[src/rtl/stream_demux_pkg.sv]
// ---------------------------------------------------------------------------
// stream_demux_pkg
// Shared definitions for the 1-to-N stream demultiplexer.
//   - demux_state_e : packet-tracking FSM state
//   - STATE_W       : state encoding width
//   - chan_base()   : base bit of channel k inside the flattened out_data bus
// Optional feature macro: DEMUX_BCAST_EN (adds the BCAST state).
// ---------------------------------------------------------------------------
package stream_demux_pkg;

    localparam int STATE_W = 2;

`ifdef DEMUX_BCAST_EN
    typedef enum logic [STATE_W-1:0] {
        ST_IDLE  = 2'd0,
        ST_LOCK  = 2'd1,
        ST_DROP  = 2'd2,
        ST_BCAST = 2'd3
    } demux_state_e;
`else
    typedef enum logic [STATE_W-1:0] {
        ST_IDLE  = 2'd0,
        ST_LOCK  = 2'd1,
        ST_DROP  = 2'd2
    } demux_state_e;
`endif

    function automatic int chan_base(input int k, input int width);
        return k * width;
    endfunction

endpackage

[src/rtl/stream_demux_1xn_chan_reg.sv]
// ---------------------------------------------------------------------------
// demux_chan_reg
// One-entry holding register for a single demux output channel.
// Ports:
//   clk, rst_n  - clock, async active-low reset
//   ld          - load d/d_last (accepted beat routed here)
//   d, d_last   - incoming payload and packet-end flag
//   rdy         - downstream consumer ready
//   vld         - entry holds a beat
//   q, q_last   - held payload and packet-end flag
//   can_accept  - entry can take a beat this cycle (empty or draining)
// ---------------------------------------------------------------------------
module demux_chan_reg #(
    parameter int WIDTH = 8
) (
    input  logic             clk,
    input  logic             rst_n,
    input  logic             ld,
    input  logic [WIDTH-1:0] d,
    input  logic             d_last,
    input  logic             rdy,
    output logic             vld,
    output logic [WIDTH-1:0] q,
    output logic             q_last,
    output logic             can_accept
);

    logic             vld_q;
    logic [WIDTH-1:0] data_q;
    logic             last_q;

    // A load wins over a drain, so load+drain in one cycle keeps vld set
    // and presents the new beat.
    always_ff @(posedge clk or negedge rst_n) begin
        if (!rst_n) begin
            vld_q  <= 1'b0;
            data_q <= '0;
            last_q <= 1'b0;
        end else if (ld) begin
            vld_q  <= 1'b1;
            data_q <= d;
            last_q <= d_last;
        end else if (vld_q && rdy) begin
            vld_q  <= 1'b0;
            data_q <= '0;
            last_q <= 1'b0;
        end
    end

    assign vld        = vld_q;
    assign q          = data_q;
    assign q_last     = last_q;
    assign can_accept = !vld_q || rdy;

endmodule

[src/rtl/stream_demux_1xn.sv]
// ---------------------------------------------------------------------------
// stream_demux_1xn
// Registered valid/ready 1-to-N stream demultiplexer. The channel select is
// sampled on the packet head and held until the last beat, so a packet never
// splits across channels. Each channel has its own one-entry register, so a
// stalled channel never blocks traffic to the others.
// Ports:
//   clk, rst_n                  - clock, async active-low reset
//   in_valid/in_ready           - input handshake (in_ready has no path from in_valid)
//   in_data, in_sel, in_last    - payload, head channel select, packet end
//   in_bcast (DEMUX_BCAST_EN)   - head flag: write packet to every channel
//   out_valid/out_ready [N]     - per-channel handshake
//   out_data [N*WIDTH]          - channel k at [k*WIDTH +: WIDTH]
//   out_last [N]                - per-channel packet-end flag
//   drop_err                    - 1-cycle pulse: head addressed channel >= N
// Optional feature macro: DEMUX_BCAST_EN.
//
// state | meaning
// IDLE  | waiting for a packet head; target is in_sel
// LOCK  | inside a packet; target is lock_sel, in_sel ignored
// DROP  | inside a packet with an invalid head; beats discarded
// BCAST | inside a broadcast packet (DEMUX_BCAST_EN only)
// ---------------------------------------------------------------------------
module stream_demux_1xn
    import stream_demux_pkg::*;
#(
    parameter  int WIDTH = 8,
    parameter  int N     = 4,
    localparam int SEL_W = $clog2(N)
) (
    input  logic               clk,
    input  logic               rst_n,
    input  logic               in_valid,
    output logic               in_ready,
    input  logic [WIDTH-1:0]   in_data,
    input  logic [SEL_W-1:0]   in_sel,
`ifdef DEMUX_BCAST_EN
    input  logic               in_bcast,
`endif
    input  logic               in_last,
    output logic [N-1:0]       out_valid,
    input  logic [N-1:0]       out_ready,
    output logic [N*WIDTH-1:0] out_data,
    output logic [N-1:0]       out_last,
    output logic               drop_err
);

    localparam logic [SEL_W:0] N_EXT = (SEL_W+1)'(N);

    demux_state_e     state_q, state_d;
    logic [SEL_W-1:0] lock_sel_q, lock_sel_d;
    logic             drop_err_q, drop_err_d;

    logic [SEL_W-1:0] tgt_sel;
    logic [N-1:0]     tgt_oh;
    logic [N-1:0]     chan_acc;
    logic [N-1:0]     ld_mask;
    logic [N-1:0]     chan_ld;
    logic             sel_bad;
    logic             bcast_head;
    logic             ready_raw;
    logic             drop_beat;
    logic             accept;

`ifdef DEMUX_BCAST_EN
    assign bcast_head = in_bcast;
`else
    assign bcast_head = 1'b0;
`endif

    // Comparison done one bit wider so a non-power-of-two N can flag
    // out-of-range selects.
    assign sel_bad = ({1'b0, in_sel} >= N_EXT);

    // One-hot target; an out-of-range select decodes to all zeros.
    always_comb begin
        tgt_sel = (state_q == ST_LOCK) ? lock_sel_q : in_sel;
        for (int k = 0; k < N; k++) begin
            tgt_oh[k] = ({1'b0, tgt_sel} == (SEL_W+1)'(k));
        end
    end

    // Readiness and routing depend only on state, select and channel status.
    always_comb begin
        ready_raw = 1'b0;
        ld_mask   = '0;
        drop_beat = 1'b0;
        case (state_q)
            ST_IDLE: begin
                if (bcast_head) begin
                    ready_raw = &chan_acc;
                    ld_mask   = '1;
                end else if (sel_bad) begin
                    ready_raw = 1'b1;
                    drop_beat = 1'b1;
                end else begin
                    ready_raw = |(tgt_oh & chan_acc);
                    ld_mask   = tgt_oh;
                end
            end
            ST_LOCK: begin
                ready_raw = |(tgt_oh & chan_acc);
                ld_mask   = tgt_oh;
            end
            ST_DROP: begin
                ready_raw = 1'b1;
            end
`ifdef DEMUX_BCAST_EN
            ST_BCAST: begin
                ready_raw = &chan_acc;
                ld_mask   = '1;
            end
`endif
            default: begin
                ready_raw = 1'b0;
            end
        endcase
    end

    assign in_ready   = rst_n && ready_raw;
    assign accept     = in_valid && in_ready;
    assign chan_ld    = accept ? ld_mask : '0;
    assign drop_err_d = accept && drop_beat;

    always_comb begin
        state_d    = state_q;
        lock_sel_d = lock_sel_q;
        case (state_q)
            ST_IDLE: begin
                if (accept && !in_last) begin
                    if (bcast_head) begin
`ifdef DEMUX_BCAST_EN
                        state_d = ST_BCAST;
`endif
                    end else if (sel_bad) begin
                        state_d = ST_DROP;
                    end else begin
                        state_d    = ST_LOCK;
                        lock_sel_d = in_sel;
                    end
                end
            end
            default: begin
                if (accept && in_last) begin
                    state_d = ST_IDLE;
                end
            end
        endcase
    end

    always_ff @(posedge clk or negedge rst_n) begin
        if (!rst_n) begin
            state_q    <= ST_IDLE;
            lock_sel_q <= '0;
            drop_err_q <= 1'b0;
        end else begin
            state_q    <= state_d;
            lock_sel_q <= lock_sel_d;
            drop_err_q <= drop_err_d;
        end
    end

    assign drop_err = drop_err_q;

    for (genvar k = 0; k < N; k++) begin : g_chan
        demux_chan_reg #(
            .WIDTH(WIDTH)
        ) u_chan (
            .clk        (clk),
            .rst_n      (rst_n),
            .ld         (chan_ld[k]),
            .d          (in_data),
            .d_last     (in_last),
            .rdy        (out_ready[k]),
            .vld        (out_valid[k]),
            .q          (out_data[chan_base(k, WIDTH) +: WIDTH]),
            .q_last     (out_last[k]),
            .can_accept (chan_acc[k])
        );
    end

endmodule

[config.mk]
export PLATFORM = sky130hd
export DESIGN_NAME = stream_demux_1xn
export DESIGN_NICKNAME = d
export VERILOG_FILES = /design/src/rtl/stream_demux_pkg.sv /design/src/rtl/stream_demux_1xn_chan_reg.sv /design/src/rtl/stream_demux_1xn.sv
export SDC_FILE = /design/constraint.sdc
export NUM_CORES = 1
export LEC_CHECK = 0
export BUFFER_PORTS_ARGS = -buffer_cell sky130_fd_sc_hd__buf_4
export CAP_MARGIN = 20
export CORE_ASPECT_RATIO = 2
export CORE_MARGIN = 2
export CORE_UTILIZATION = 46
export DETAILED_ROUTE_END_ITERATION = 10
export PLACE_DENSITY = 0.75
export SETUP_SLACK_MARGIN = 0.5
export SYNTH_ARGS = -nofsm -noshare
export SYNTH_HDL_FRONTEND = slang
export SYNTH_HIERARCHICAL = 1
export SYNTH_SLANG_ARGS = --single-unit
[constraint.sdc]
create_clock -name clk -period 2 [get_ports clk]
set_input_delay 0.2 -clock clk [delete_from_list [all_inputs] [get_ports clk]]
set_output_delay 0.2 -clock clk [all_outputs]
set_load 0.03 [all_outputs]
==> out/results.tsv, run 1 <==
metric	value	unit
status	complete, but fails checks	
violations	negative setup slack	
grt_pass1_wl	8220	um
m1WireLength	2160	um
critical_path_class	flop to flop	
crit_cells	9	
routed_wl	5190	um
drc	0	
r2r_slack	-0.16	ns
crit_fanout	19	
cts_buffer_depth	2	
dpl.hpwl	3190	um
clk_latency	0.30	ns
antenna_cells	0	
crit_start	state_q[0]	
min_path_type	input pin to asynchronous set/reset pin	
antenna_found_initial	0	
seq_area	1080	um2
powerDensity	1560	nW/um2
grt_max_degree	46	
yosysSeqAreaShare	53.7	%
cp-end-kind	flop	
ios	60	
wl_met2	2550	um
crit_slowest_cell	dfrtp_2	
period_minus_slack	2.16	ns
rsz0062_at_grt	yes	
fin_cells	305	
cp_top_family	compound AO/OA/AOI/OAI gates	
crit_path_start_kind	flop	
cts_htree_levels	2	
clk_pin_slew	0.09	ns
r2r-end	g_chan[0].u_chan/q[4]	
die-area	4930	um2
p_leak	0.00149	uW
timing.rr.start	state_q[0]	
syn_area	2000	um2
synthCells	165	
skew	0.0114	ns
irDropWorstVdd	1.00	mV
synth.distinct_cells	27	
ys_ff_latch	43	
drive_above_1_share	52.2	%
final_common_cell	buf_4	
portBuffers	58	
yosysWarnings	6	
hold_buffers	0	
start_util	47.1	%
wl_met3	304	um
die_x	50.7	um
firstDrtPassIters	4	
fillCellCount	322	
first_global_vias	1679	
grt_overflow	0	
cts-root-buf	clkbuf_8	
rows	34	
area_delta_synth_final	46.5	%
core_area	4250	um2
final_cell_mix	buf_4, dfrtp_1, a22o_1	
num-nets-final	268	
drtIter0Drc	32	
grt_usage	22.4	%
post_drt_wl_per_cell	17.0	um
reg2regPathDepth	9	
tightest_slew	0.557	ns
slew_headroom	62.9	%
hold_viol_final	0	
period_share	108	%
routabilityCongestion	0.752	
setup_viol	38	
critPathMaxStageDelay	0.45	ns
cts_made_buffers	5	
dp_cells	280	
syn_avg_cell_area	12.1	um2
cp_cell_sequence	and4b_1 -> a31o_1 -> a2111o_1 -> buf_4 -> nand3_4 -> buf_6 -> nor2_2 -> buf_12 -> a22o_1	
die_y	97.4	um
via_count	1651	
fmax	0.463	GHz
cts_tree	built	
route.antenna.remaining_nets	0	
maxSlewViolCount	0	
path_buf_inv	3	
fin_util	69.0	%
viasPerCell	5.41	
syn_nets	183	
setup_ws	-0.161	ns
worstPathRequired	2.20	ns
clock_sinks	43	
highest_layer	met4	
multi_input_area	960	um2
pre_cts_ws	-0.474	ns
max-cap-violations	0	
cp.arrival	2.36	ns
## sequential cells by signal, indices dropped and copies added (netlist names)
name                  count
state_q                   1
g_chan.u_chan/vld         4
g_chan.u_chan/q          32
lock_sel_q                2
g_chan.u_chan/q_last      4
## how the worst max path moves through the flow
| stage | to | slack [ns] |
|---|---|---|
| finish | g_chan[0].u_chan/q[4] | -0.16 |
| global route | g_chan[3].u_chan/q[4] | -0.25 |
| CTS | in_ready | -0.15 |
| detailed placement | g_chan[2].u_chan/q[6] | -0.47 |
| global placement | g_chan[2].u_chan/q[3] | -0.28 |
| floorplan | g_chan[3].u_chan/q[0] | 0.01 |
## synthesized netlist by cell type (all sizes together)
master  instances  area (um2)
nand3           2        10.0
and4b           1        10.0
a21oi           1        5.00
nor2b          37         231
inv             2        7.51
o32ai           1        8.76
nand2           4        15.0
nor2            5        18.8
conb            1        3.75
a21boi          1        7.51
mux2i           1        10.0
nand2b          9        56.3
and2            1        7.51
a2111o          1        11.3
dfrtp          43        1080
buf            10         124
a22o           36         315
a32oi           1        8.76
o21a            1        7.51
nor3            1        5.00
nor3b           1        7.51
a31o            1        8.76
nand3b          1        7.51
and4            1        11.3
mux2            2        30.0
## worst reg2reg max path: stages, from the launching register on
cell and delay (ns):
dfrtp_2 0.45, and4b_1 0.20, a31o_1 0.19, a2111o_1 0.41, buf_4 0.16, nand3_4 0.07, buf_6 0.14, nor2_2 0.05
buf_12 0.16, a22o_1 0.23
## metal layers
layer  up-vias  track usage (%)
met3        14             4.00
met5         -                0
li1        755                -
met2        69             34.8
met4         0             12.7
met1       813             29.0
## power breakdown
group	internal [uW]	leakage (uW)	switching (uW)
logic	1260	0.000892	1310
clock network	250	0.0000408	319
registers	1210	0.000557	225
## kinds of logic after synthesis
| logic type | synth area share (%) |
|---|---|
| buffers and inverters | 6.55 |
| AO/OA/AOI/OAI | 18.6 |
| flip-flops | 53.7 |
| other | 0.187 |
| AND/OR/NAND/NOR | 19.0 |
| multiplexers | 2.00 |
## metrics by stage
stage               TNS (ns)  area, um2  hold slack (ns)  power (uW)
finish                 -4.75       2940          0.00843        4570
global route           -8.23       2940           0.0448        4790
CTS                    -3.09       2810           0.0178        4420
floorplan                  0       2020          -0.0956        2850
global placement       -3.38       2520            0.333        3570
detailed placement     -7.97       2520            0.335        3620
## layout make-up
type / count / area share (%)
timing repair buffer: 88 / 24.8
tap: 54 / 2.30
clock buffer: 5 / 2.34
multi-input combinational: 110 / 32.7
inverter: 2 / 0.256
clock inverter: 3 / 0.810
sequential: 43 / 36.8
## what timing repair did
action                                  CTS  global route
cloned                                    3             0
pin swaps                                 5             6
buffers inserted                         10             4
gates resized for setup                  27            23
endpoints found under the setup margin   44            44
Note: power is estimated with default switching activity, not from simulation.
==> inputs of run 2 (changes only) <==
--- a/config.mk
+++ b/config.mk
@@ -12,6 +12,7 @@
 export CORE_UTILIZATION = 46
 export DETAILED_ROUTE_END_ITERATION = 10
 export PLACE_DENSITY = 0.75
+export RECOVER_POWER = 50
 export SETUP_SLACK_MARGIN = 0.5
 export SYNTH_ARGS = -nofsm -noshare
 export SYNTH_HDL_FRONTEND = slang
==> run 2 against run 1 <==
Against the previous run: the flow still finishes with violations (negative setup slack); routed wire length is essentially flat; via count up 0.18%; sequential power is essentially flat; sequential share of layout area hardly changed; core utilization shrank 0.088 points; combinational power is essentially flat; sequential cell count did not move; register-to-register slack about the same; final area fell by 0.13%; critical path type unchanged.
==> out/results.tsv, run 2 (synthesized netlist as in run 1, its figures left out) <==
metric	value	unit
status	complete, but fails checks	
violations	negative setup slack	
die_y	97.4	um
tightest_slew	0.556	ns
clk_pin_slew	0.09	ns
irDropWorstVdd	1.00	mV
skew	0.0114	ns
die_x	50.7	um
reg2regPathDepth	9	
cp.arrival	2.36	ns
setup_viol	38	
antenna_cells	0	
min_path_type	input pin to asynchronous set/reset pin	
crit_fanout	19	
power_frac_seq	31.5	%
crit_path_start_kind	flop	
grt_max_degree	46	
drc	0	
cts_htree_levels	2	
route.antenna.remaining_nets	0	
routabilityCongestion	0.752	
via_count	1654	
slew_headroom	62.9	%
ios	60	
p_int	2720	uW
period_minus_slack	2.16	ns
clk_latency	0.30	ns
portBuffers	58	
area_delta_synth_final	46.3	%
drive_above_1_share	51.8	%
cp-end-kind	flop	
num-nets-final	268	
cp-endpoint	g_chan[0].u_chan/q[4]	
final_cell_mix	buf_4, dfrtp_1, a22o_1	
cts-root-buf	clkbuf_8	
die-area	4930	um2
rows	34	
clkPwrFrac	12.5	%
netSwitchingFraction	40.5	%
cts_made_buffers	5	
setup_tns	-4.76	ns
drtIter0Drc	32	
r2r-end	g_chan[0].u_chan/q[4]	
firstDrtPassIters	4	
grt_usage	22.4	%
hold_viol_final	0	
dpl.hpwl	3190	um
r2r_slack	-0.16	ns
power.share.combinational	56.1	%
fmax	0.463	GHz
pre_cts_ws	-0.474	ns
timing.rr.start	state_q[0]	
fillCellCount	323	
period_share	108	%
grt_pass1_wl	8220	um
viasPerCell	5.42	
clock_sinks	43	
p_total	4570	uW
crit_start	state_q[0]	
switchingPower	1850	uW
post_drt_wl_per_cell	17.0	um
max-cap-violations	0	
rsz0062_at_grt	yes	
antenna_found_initial	0	
cts_buffer_depth	2	
grt_overflow	0	
fin_util	68.9	%
core_area	4250	um2
maxSlewViolCount	0	
powerDensity	1560	nW/um2
final_common_cell	buf_4	
largest_register_ffs	32	
worstPathRequired	2.20	ns
first_global_vias	1679	
critical_path_class	flop to flop	
setup_ws	-0.161	ns
cts_tree	built	
start_util	47.1	%
routed_wl	5180	um
p_leak	0.00149	uW
run 2: worst max-delay path, stage by stage (launching register included):
cell and delay, ns:
dfrtp_2 0.45, and4b_1 0.20, a31o_1 0.19, a2111o_1 0.41
buf_4 0.16, nand3_4 0.07, buf_6 0.14, nor2_2 0.05
buf_12 0.16, a22o_1 0.22
run 2: worst min-delay path by stage:
| stage | end | cells past startpoint | startpoint | slack, ns |
|---|---|---|---|---|
| 2_1_floorplan | g_chan[0].u_chan/q[0] | 0 | rst_n | -0.1 |
| 3_3_place_gp | lock_sel_q[0] | 2 | rst_n | 0.33 |
| 3_5_place_dp | g_chan[2].u_chan/q_last | 2 | rst_n | 0.33 |
| 4_1_cts | g_chan[2].u_chan/q[5] | 2 | rst_n | 0.02 |
| 5_1_grt | lock_sel_q[0] | 2 | in_sel[0] | 0.17 |
| 6_report | g_chan[2].u_chan/q_last | 2 | rst_n | 0.13 |
run 2: what timing repair did:
item                                    4_1_cts  5_1_grt
buffers inserted                             10        4
gates resized for setup                      27       23
endpoints found under the setup margin       44       44
pin swaps                                     5        6
hold buffers                                  0        0
cloned                                        3        0
run 2: area by class of cell:
| type | count | area (um2) | area share [%] |
|---|---|---|---|
| multi-input cells | 110 | 960 | 32.7 |
| clock inverters | 3 | 23.8 | 0.811 |
| flip-flops and latches | 43 | 1080 | 36.9 |
| clock buffers | 5 | 68.8 | 2.35 |
| inverters | 2 | 7.51 | 0.256 |
| well taps | 54 | 67.6 | 2.30 |
| repair buffers | 88 | 724 | 24.7 |
run 2: power groups by stage:
stage / clock (uW) / sequential (uW) / combinational (uW)
5_1_grt: 611 / 1480 / 2700
4_1_cts: 573 / 1420 / 2430
6_report: 569 / 1440 / 2560
2_1_floorplan: 0 / 2000 / 855
3_5_place_dp: 0 / 1420 / 2190
3_3_place_gp: 0 / 1430 / 2140
run 2: routing by layer:
| metal | global-route usage [%] | share of wire [%] | vias to the layer above | wire, um |
|---|---|---|---|---|
| li1 | - | - | 755 | - |
| met1 | 29.0 | 42 | 816 | 2160 |
| met2 | 34.8 | 49 | 69 | 2550 |
| met3 | 4.00 | 5.9 | 14 | 304 |
| met4 | 12.7 | 3.2 | 0 | 167 |
| met5 | 0 | 0 | - | 0 |
run 2: metrics by stage:
step                      instances  hold WS, ns  cell area, um2
after floorplan                 165      -0.0956            2020
after global placement          280        0.333            2520
after detailed placement        280        0.335            2520
after CTS                       301       0.0178            2810
after global routing            305        0.166            2930
final                           305        0.130            2930
==> inputs of run 3 (changes only) <==
--- a/config.mk
+++ b/config.mk
@@ -11,7 +11,7 @@
 export CORE_MARGIN = 2
 export CORE_UTILIZATION = 46
 export DETAILED_ROUTE_END_ITERATION = 10
-export PLACE_DENSITY = 0.75
+export PLACE_DENSITY = 0.85
 export RECOVER_POWER = 50
 export SETUP_SLACK_MARGIN = 0.5
 export SYNTH_ARGS = -nofsm -noshare
==> run 3 against run 2 <==
Against the previous run: the run still ends with negative setup slack left; clock-buffer cell count did not move; global-route usage is 1.6 points higher; power up 6.3%; sequential cell count stayed put; final area down 1.2%; highest routed layer unchanged; fmax is 2.3% lower; clock power up 40%; hold slack lost 0.11 ns.
==> out/results.tsv, run 3 (synthesized netlist as in run 1, its figures left out) <==
metric	value	unit
wl_met2	3010	um
route.antenna.remaining_nets	0	
pre_cts_ws	-0.550	ns
antenna_found_initial	0	
die-area	4930	um2
grt_overflow	0	
critPathMaxStageDelay	0.43	ns
firstDrtPassIters	4	
cts_htree_levels	2	
drtIter0Drc	71	
rsz0062_at_grt	yes	
clock_sinks	43	
crit_path_start_kind	flop	
crit_top_cell	buf_6	
highest_layer	met4	
power.share.combinational	54.1	%
start_util	47.1	%
worstPathRequired	1.80	ns
dpl.hpwl	3230	um
grt_usage	24.1	%
via_count	1693	
viasPerCell	5.61	
first_global_vias	1740	
min_path_type	input pin to asynchronous set/reset pin	
clk_pin_slew	0.08	ns
portBuffers	58	
antenna_cells	0	
period_share	111	%
crit_fanout	5	
violations	negative setup slack	
area_delta_synth_final	44.6	%
post_dp_cell_area	2490	um2
period_minus_slack	2.21	ns
clk_latency	0.30	ns
final_cell_mix	buf_4, dfrtp_1, a22o_1	
post_drt_wl_per_cell	19.2	um
cp.arrival	2.01	ns
netSwitchingFraction	39.9	%
core_area	4250	um2
cts_made_buffers	5	
hold_buffers	0	
r2r_slack	-0.20	ns
drive_above_1_share	47.2	%
critical_path_class	flop to output pin	
ios	60	
p_total	4850	uW
die_y	97.4	um
finalInstanceArea	2900	um2
hold_viol_final	0	
final_common_cell	buf_4	
setup_ws	-0.211	ns
clkPwrFrac	16.5	%
maxSlewViolCount	0	
cts_buffer_depth	2	
p_leak	0.00145	uW
slew_headroom	38.5	%
grt_pass1_wl	8850	um
rows	34	
cts-root-buf	clkbuf_8	
setup_tns	-5.83	ns
cp_cell_sequence	buf_6 -> and4b_1 -> a31o_1 -> a2111o_1 -> buf_6 -> and2_4 -> buf_6	
tightest_slew	0.923	ns
power_frac_seq	29.5	%
grt_max_degree	46	
powerDensity	1680	nW/um2
timing.hold.ws	0.0213	ns
cts_tree	built	
cp_top_family	compound AO/OA/AOI/OAI gates	
max-cap-violations	0	
cp-end-kind	output pin	
m1WireLength	2310	um
path_buf_inv	3	
largest_register_ffs	32	
fmax	0.452	GHz
fillCellCount	325	
die_x	50.7	um
routed_wl	5810	um
wl_met3	360	um
drc	0	
irDropWorstVdd	1.09	mV
skew	0.00645	ns
setup_viol	44	
routabilityCongestion	0.820	
status	complete, but fails checks	
crit_slowest_cell	dfrtp_1	
p_int	2920	uW
num-nets-final	265	
switchingPower	1940	uW
## run 3: cell types whose count changed in the layout (fill, tap and decap cells not counted), moves of 2 or more
cell / before / now
buf_12: 3 / 1
buf_4: 76 / 72
buf_6: 8 / 6
bufinv_16: 0 / 2
dfrtp_1: 39 / 42
dfrtp_2: 4 / 1
nor2_4: 1 / 6
nor2b_1: 20 / 27
nor2b_4: 9 / 3
## run 3: timing repair
action,CTS,global route
setup endpoints to repair,44,44
cloned,5,1
gates resized for setup,21,15
endpoints found under the hold margin,0,0
setup buffers,8,2
pin swaps,8,10
## run 3: cell type report
type                            count  area (um2)  area share (%)
Clock buffer                        5        68.8            2.37
Clock inverter                      3        67.6            2.33
Inverter                            2        7.51           0.259
Multi-Input combinational cell    116         981            33.9
Sequential cell                    43        1080            37.2
Tap cell                           54        67.6            2.33
Timing Repair Buffer               79         628            21.7
## run 3: path summary, 6_finish.rpt
check,depth (start not counted),startpoint,to
hold / removal,2,rst_n,g_chan[0].u_chan/q_last
setup / recovery,7,state_q[0],in_ready
hold reg to reg,2,g_chan[2].u_chan/vld,g_chan[2].u_chan/vld
setup reg to reg,10,state_q[0],g_chan[0].u_chan/q[3]
min in group clk,2,in_data[0],g_chan[2].u_chan/q[0]
max in group asynchronous,2,rst_n,g_chan[2].u_chan/vld
## run 3: power by group through the flow
stage | Combinational [uW] | Sequential, uW | Clock, uW
floorplan | 855 | 2000 | 0
global placement | 2120 | 1420 | 0
detailed placement | 2190 | 1420 | 0
CTS | 2480 | 1420 | 810
global route | 2760 | 1470 | 849
finish | 2620 | 1430 | 799
## run 3: metrics by stage
stage                     utilization, %  instances
final                               68.1        302
after global placement              58.6        278
after floorplan                        -        165
after detailed placement            58.6        278
after global routing                68.1        302
after CTS                           66.3        299
## run 3: worst reg2reg max path: stages (launching register included)
cell and delay (ns):
dfrtp_1 0.43, buf_6 0.14, and4b_1 0.18, a31o_1 0.19, a2111o_1 0.38, buf_4 0.16, nand3_4 0.08, buf_6 0.15
nor2_4 0.06, nor2b_1 0.21, a22o_1 0.17
## run 3: metal layers
| metal | track usage (%) | up-vias |
|---|---|---|
| li1 | - | 758 |
| met1 | 31.5 | 840 |
| met2 | 38.9 | 85 |
| met3 | 5.23 | 10 |
| met4 | 8.32 | 0 |
| met5 | 0 | - |
